## src/rtl/gpu_pkg.sv

```systemverilog
// Shared GPU definitions: DMA state encoding, VRAM geometry
// and the VRAM regions that CPU drivers refill by block transfer.
package gpu_pkg;

    typedef enum logic [1:0] {
        IDLE = 2'd0,
        RUN  = 2'd1,
        DONE = 2'd2
    } dma_state_t;

    localparam int VRAM_AW    = 12;
    localparam int VRAM_DEPTH = 1 << VRAM_AW;

    localparam logic [VRAM_AW-1:0] VRAM_ADDR_MAX = VRAM_AW'(VRAM_DEPTH - 1);

    localparam logic [VRAM_AW-1:0] FG_PAT_BASE  = 12'h000;
    localparam logic [VRAM_AW-1:0] BG_PAT_BASE  = 12'h400;
    localparam logic [VRAM_AW-1:0] OBJ_MEM_BASE = 12'h800;

endpackage

```

## src/rtl/vram_dma_buf.sv

```systemverilog
// Two-entry byte FIFO between the source read return path
// and the VRAM write port of the block-transfer engine.
module vram_dma_buf (
    input  logic       clk,
    input  logic       rst,
    input  logic       push,
    input  logic [7:0] din,
    input  logic       pop,
    output logic [7:0] head,
    output logic [1:0] count
);

    logic [1:0][7:0] mem_q, mem_d;
    logic            wr_idx_q, wr_idx_d;
    logic            rd_idx_q, rd_idx_d;
    logic [1:0]      count_q, count_d;

    // Next FIFO contents from push/pop requests
    always_comb begin
        mem_d    = mem_q;
        wr_idx_d = wr_idx_q;
        rd_idx_d = rd_idx_q;
        if (push) begin
            mem_d[wr_idx_q] = din;
            wr_idx_d        = ~wr_idx_q;
        end
        if (pop) begin
            rd_idx_d = ~rd_idx_q;
        end
        count_d = count_q + {1'b0, push} - {1'b0, pop};
    end

    // FIFO storage and pointers
    always_ff @(posedge clk or posedge rst) begin
        if (rst) begin
            mem_q    <= '0;
            wr_idx_q <= 1'b0;
            rd_idx_q <= 1'b0;
            count_q  <= 2'd0;
        end else begin
            mem_q    <= mem_d;
            wr_idx_q <= wr_idx_d;
            rd_idx_q <= rd_idx_d;
            count_q  <= count_d;
        end
    end

    assign head  = mem_q[rd_idx_q];
    assign count = count_q;

endmodule

```

## src/rtl/vram_dma.sv

```systemverilog
// Block-transfer engine: streams source bytes into VRAM,
// writing only while the video timing opens the write window.
module vram_dma
    import gpu_pkg::*;
#(
    parameter int VRAM_ADDR_WIDTH = 12,
    parameter int SRC_ADDR_WIDTH  = 16,
    parameter int LEN_WIDTH       = 12
) (
    input  logic                       clk,
    input  logic                       rst,
    input  logic                       start,
    input  logic [SRC_ADDR_WIDTH-1:0]  src_base,
    input  logic [VRAM_ADDR_WIDTH-1:0] dst_base,
    input  logic [LEN_WIDTH-1:0]       len,
    output logic                       busy,
    output logic                       done,
    input  logic                       writable,
    output logic                       src_rd,
    output logic [SRC_ADDR_WIDTH-1:0]  src_addr,
    input  logic [7:0]                 src_data,
    output logic                       vram_we,
    output logic [VRAM_ADDR_WIDTH-1:0] vram_address,
    output logic [7:0]                 vram_data
);

    localparam logic [SRC_ADDR_WIDTH-1:0]  SRC_ONE = SRC_ADDR_WIDTH'(1);
    localparam logic [VRAM_ADDR_WIDTH-1:0] DST_ONE = VRAM_ADDR_WIDTH'(1);
    localparam logic [LEN_WIDTH-1:0]       LEN_ONE = LEN_WIDTH'(1);

    dma_state_t state_q, state_d;

    logic [SRC_ADDR_WIDTH-1:0]  rd_ptr_q, rd_ptr_d;
    logic [VRAM_ADDR_WIDTH-1:0] wr_ptr_q, wr_ptr_d;
    logic [LEN_WIDTH-1:0]       rd_left_q, rd_left_d;
    logic [LEN_WIDTH-1:0]       wr_left_q, wr_left_d;
    logic [1:0]                 credits_q, credits_d;
    logic                       rd_pend_q, rd_pend_d;
    logic                       busy_q, busy_d;
    logic                       done_q, done_d;

    logic [1:0] buf_count;
    logic [7:0] buf_head;
    logic       run;
    logic       wr_now;
    logic       rd_go;
    logic       launch;

    assign run    = (state_q == RUN);
    assign launch = (state_q == IDLE) && start && (len != '0);

    // A buffered byte leaves whenever the window is open
    assign wr_now = writable && (buf_count != 2'd0);

    // Credits cover buffered bytes plus the read in flight, so a
    // read is only issued when its byte is sure to find a slot
    assign rd_go  = run && (rd_left_q != '0)
                  && ((credits_q - {1'b0, wr_now}) < 2'd2);
    assign src_rd = writable && rd_go;

    assign vram_we      = wr_now;
    assign vram_address = wr_ptr_q;
    assign vram_data    = buf_head;
    assign src_addr     = rd_ptr_q;
    assign busy         = busy_q;
    assign done         = done_q;

    vram_dma_buf u_buf (
        .clk   (clk),
        .rst   (rst),
        .push  (rd_pend_q),
        .din   (src_data),
        .pop   (wr_now),
        .head  (buf_head),
        .count (buf_count)
    );

    // FSM state register
    always_ff @(posedge clk or posedge rst) begin
        if (rst) begin
            state_q <= IDLE;
        end else begin
            state_q <= state_d;
        end
    end

    // FSM next state
    always_comb begin
        state_d = state_q;
        case (state_q)
            IDLE: begin
                if (start) begin
                    state_d = (len != '0) ? RUN : DONE;
                end
            end
            RUN: begin
                if (wr_now && (wr_left_q == LEN_ONE)) begin
                    state_d = DONE;
                end
            end
            DONE: begin
                state_d = IDLE;
            end
            default: begin
                state_d = IDLE;
            end
        endcase
    end

    // FSM outputs, registered so busy/done come straight from flops
    always_comb begin
        busy_d = (state_d == RUN);
        done_d = (state_d == DONE);
    end

    // Pointer, length and credit bookkeeping
    always_comb begin
        rd_ptr_d  = rd_ptr_q;
        wr_ptr_d  = wr_ptr_q;
        rd_left_d = rd_left_q;
        wr_left_d = wr_left_q;
        credits_d = credits_q;
        rd_pend_d = src_rd;
        if (launch) begin
            rd_ptr_d  = src_base;
            wr_ptr_d  = dst_base;
            rd_left_d = len;
            wr_left_d = len;
            credits_d = 2'd0;
        end else if (run) begin
            if (src_rd) begin
                rd_ptr_d  = rd_ptr_q + SRC_ONE;
                rd_left_d = rd_left_q - LEN_ONE;
            end
            if (wr_now) begin
                wr_ptr_d  = wr_ptr_q + DST_ONE;
                wr_left_d = wr_left_q - LEN_ONE;
            end
            credits_d = credits_q + {1'b0, src_rd} - {1'b0, wr_now};
        end
    end

    // Datapath and output registers
    always_ff @(posedge clk or posedge rst) begin
        if (rst) begin
            rd_ptr_q  <= '0;
            wr_ptr_q  <= '0;
            rd_left_q <= '0;
            wr_left_q <= '0;
            credits_q <= 2'd0;
            rd_pend_q <= 1'b0;
            busy_q    <= 1'b0;
            done_q    <= 1'b0;
        end else begin
            rd_ptr_q  <= rd_ptr_d;
            wr_ptr_q  <= wr_ptr_d;
            rd_left_q <= rd_left_d;
            wr_left_q <= wr_left_d;
            credits_q <= credits_d;
            rd_pend_q <= rd_pend_d;
            busy_q    <= busy_d;
            done_q    <= done_d;
        end
    end

endmodule

```

## config.mk

```make
export PLATFORM = sky130hd
export DESIGN_NAME = vram_dma
export DESIGN_NICKNAME = d
export VERILOG_FILES = /design/src/rtl/gpu_pkg.sv /design/src/rtl/vram_dma_buf.sv /design/src/rtl/vram_dma.sv
export SDC_FILE = /design/constraint.sdc
export NUM_CORES = 1
export LEC_CHECK = 0
export ABC_CLOCK_PERIOD_IN_PS = 2300
export CAP_MARGIN = 40
export CORE_MARGIN = 2
export CORE_UTILIZATION = 46
export CTS_BUF_LIST = sky130_fd_sc_hd__clkbuf_16
export DETAILED_ROUTE_END_ITERATION = 7
export HOLD_SLACK_MARGIN = 0.15
export PLACE_DENSITY_LB_ADDON = 0.2
export SKIP_LAST_GASP = 1
export SLEW_MARGIN = 20
export SYNTH_ARGS = -nofsm -noshare
export SYNTH_HDL_FRONTEND = slang
export SYNTH_SLANG_ARGS = --single-unit
```

## constraint.sdc

```tcl
create_clock -name clk -period 2.3 [get_ports clk]
set_input_delay 0.46 -clock clk [delete_from_list [all_inputs] [get_ports clk]]
set_output_delay 0.46 -clock clk [all_outputs]
set_load 0.02 [all_outputs]
```

==> out/metrics.csv <==
metric;value;unit
status;finished, violations left;
Period minus WS final;2.33;ns
Initial Utilization;47.8;%
DRC;0;
Compound-Gate Fraction of Synth Area;14.1;%
Crit-path slowest cell;dfrtp_1;
leakage power;0.00251;uW
Final setup viols;1;
Crit path max-delay family;simple AND/OR/NAND/NOR gates;
Rows;34;
first-pass GRT wire length;18.9;mm
diodes inserted;0;
asr flop ratio synth;100;%
Yosys Warn Count;0;
max cap viols;0;
clk sinks;79;
Max Root-Sink Buffers;2;
clock share of power;20.7;%
CTS tree;built;
sequential-to-total area share from yosys stat;47.0;%
sw frac;38.3;%
Psw;3230;uW
Comb power frac;46.5;%
WP data arrival;1.87;ns
Bufs and invs on worst path;2;
vias per std cell;5.71;
share of cells above drive strength 1;19.9;%
worst hold path class;register to register;
RSZ-0062 raised after global routing;true;
clk_lat worst skew;0.33;ns
Pwr Density;1400;nW/um^2
final hold slack;0.505;ns
period utilization;101;%
critical path peak fanout;2;
syn nets;485;
post-synthesis mux area share;6.42;%
multi-input logic area;2150;sq um
synthesized area per cell;9.98;sq um
die area;9930;sq um
final setup margin;-0.0260;ns
commonest cells after routing, fill and taps aside;clkdlybuf4s50_1, dfrtp_1, buf_4;
final RePlAce weighted congestion;0.939;
relative slew slack;68.0;%
Unique masters post-synth;53;
CP max stage delay;0.37;ns
Pre-antenna DRT Iters;5;
commonest non-fill, non-tap cell in the layout;clkdlybuf4s50_1;
worst path cell trace;or2_4 > and2_4 > ha_4 > xor2_4 > nor2_4 > nand2_2 > inv_4 > buf_6;
number of enable flip-flop cells after synthesis;0;
Crit. End Element;primary output;
largest family of logic cells by synthesized area;simple AND/OR/NAND/NOR gates;
io pins;92;
GRT Util Overall;23.9;%
DR iter-0 viols;205;
f_max;430;MHz
Main synth FF type;dfrtp_1;
Slew @ Worst Pin;0.480;ns
Port Buffers;91;
Flop pwr share;32.7;%
H-tree levels;3;
top-area cell type share of the netlist area;47.0;%
Area contributors post-synth;dfrtp_1, mux2_2, nand2_1, o21ai_0, ha_1;
fillcell total;679;
drt total wl;11.3;mm
Final Hold Viols;0;
Peak VDD IR;0.648;mV
Worst-path clk slew;0.06;ns
Tot Pwr;8450;uW
largest area contributor in the netlist;dfrtp_1;
overflow left after global routing;0;
violated checks;setup timing;
Clock Skew;0.00387;ns
Synth Area in Simple Gates;20.4;%
Sequential Area;1980;sq um
post-DP HPWL;8.12;mm
Synth Register Bits;79;
Area Overhead vs Synth;42.9;%
Vert. Die Dim;99.7;microns
Place WS;-0.499;ns
adder-cell share of the synthesized area;3.27;%
Num CTS Buffers;9;
Synth Instances;422;
# nets final;621;
Final ANT Viol Nets;0;
cell internal pwr;5220;uW
kind of critical path;register to primary output;
crit path launch type;register;
initial antenna violation count;0;
Die Span X;99.7;microns
vias in the first global route;3867;
vias;3833;
setup TNS;-0.0260;ns
cell area after synthesis;4210;sq um
Slew Viols, Final;0;
CORE AREA;8810;sq um
wire length per cell;16.8;microns
largest net degree at the start of global routing;80;
Synth Area in XOR/XNOR;5.41;%
root buffer cell;clkbuf_16;
Worst EP required;1.84;ns
-- cell families (layout without fill, tap and decap cells) --
group	after synthesis	count (layout)
AND/OR/NAND/NOR	163	163
XOR/XNOR	26	26
multiplexers	24	24
adder cells (fa/ha/maj)	11	11
flip-flops	79	79
AO/OA/AOI/OAI	88	88
buffers and inverters	31	172
-- state kept, by name (all words and copies together) (netlist names) --
signal / count
vram_address: 12
u_buf.wr_idx_q: 1
wr_left_q: 12
u_buf.count: 2
src_addr: 16
credits_q: 2
rd_pend_q: 1
rd_left_q: 12
done: 1
u_buf.mem_q: 16
state_q: 2
u_buf.rd_idx_q: 1
busy: 1
-- what timing repair did --
item / CTS / global route
setup buffers: 2 / 1
resized for setup: 13 / 7
hold endpoints to repair: 0 / 0
endpoints found under the setup margin: 23 / 12
pin swaps: 4 / 5
hold buffers: 0 / 0
gates cloned: 0 / 0
-- area by class of cell --
type                       instances  share of cell area [%]
tap                              108                    2.25
inverter                          15                    1.04
multi-input combinational        312                    35.8
clock buffer                       9                    3.74
timing repair buffer             141                    21.9
clock inverter                     7                    2.41
sequential                        79                    32.9
-- power by group through the flow --
stage	Clock, uW	Sequential (uW)	Combinational [uW]
final	1750	2770	3930
after floorplan	0	2870	2090
after CTS	1770	2750	3900
after detailed placement	0	2740	3840
after global routing	1840	2860	4280
after global placement	0	2710	3730
-- synth_stat cells (4+ instances only) --
cell / n
o21ai_0: 30
dfrtp_1: 79
xnor2_1: 11
nor2b_1: 4
o311ai_0: 4
nand2_1: 44
buf_2: 6
o211ai_1: 5
a221o_1: 9
nor4_1: 9
ha_1: 11
clkbuf_1: 7
or3_1: 6
nand4_1: 11
a21oi_1: 12
mux2_2: 24
nand3_1: 18
nor2_1: 30
a21o_1: 7
xor2_1: 15
and3_1: 4
inv_1: 14
nor3_1: 14
or4_1: 5
-- metrics by stage --
step | instance area [sq um] | std cells | utilization [%]
final | 6020 | 671 | 68.3
after detailed placement | 5580 | 654 | 63.3
after global placement | 5580 | 654 | 63.3
after floorplan | 4230 | 422 | -
after global routing | 6020 | 671 | 68.3
after CTS | 5980 | 671 | 67.9
-- metal layers --
layer | global-route usage (%) | wire, microns | vias to the layer above
met2 | 40.9 | 5600 | 148
met4 | 6.64 | 159 | 0
met1 | 31.4 | 4910 | 1855
li1 | - | - | 1817
met3 | 4.08 | 604 | 13
met5 | 0 | 0 | -
-- path summary, 6_finish.rpt --
path	from	endpoint	slack (ns)	cells past startpoint
max	u_buf.count[1]$_DFF_PP0_	src_rd	-0.03	8
min	u_buf.mem_q[8]$_DFFE_PP0P_	u_buf.mem_q[8]$_DFFE_PP0P_	0.51	1
max reg2reg	u_buf.count[1]$_DFF_PP0_	rd_left_q[7]$_DFFE_PP0P_	0.02	8
min reg2reg	u_buf.mem_q[8]$_DFFE_PP0P_	u_buf.mem_q[8]$_DFFE_PP0P_	0.51	1
max in group asynchronous	rst	u_buf.rd_idx_q$_DFFE_PP0N_	1.38	3
min in group asynchronous	rst	vram_address[9]$_DFFE_PP0P_	0.58	3
No activity file was read; power rests on OpenSTA's default activity.
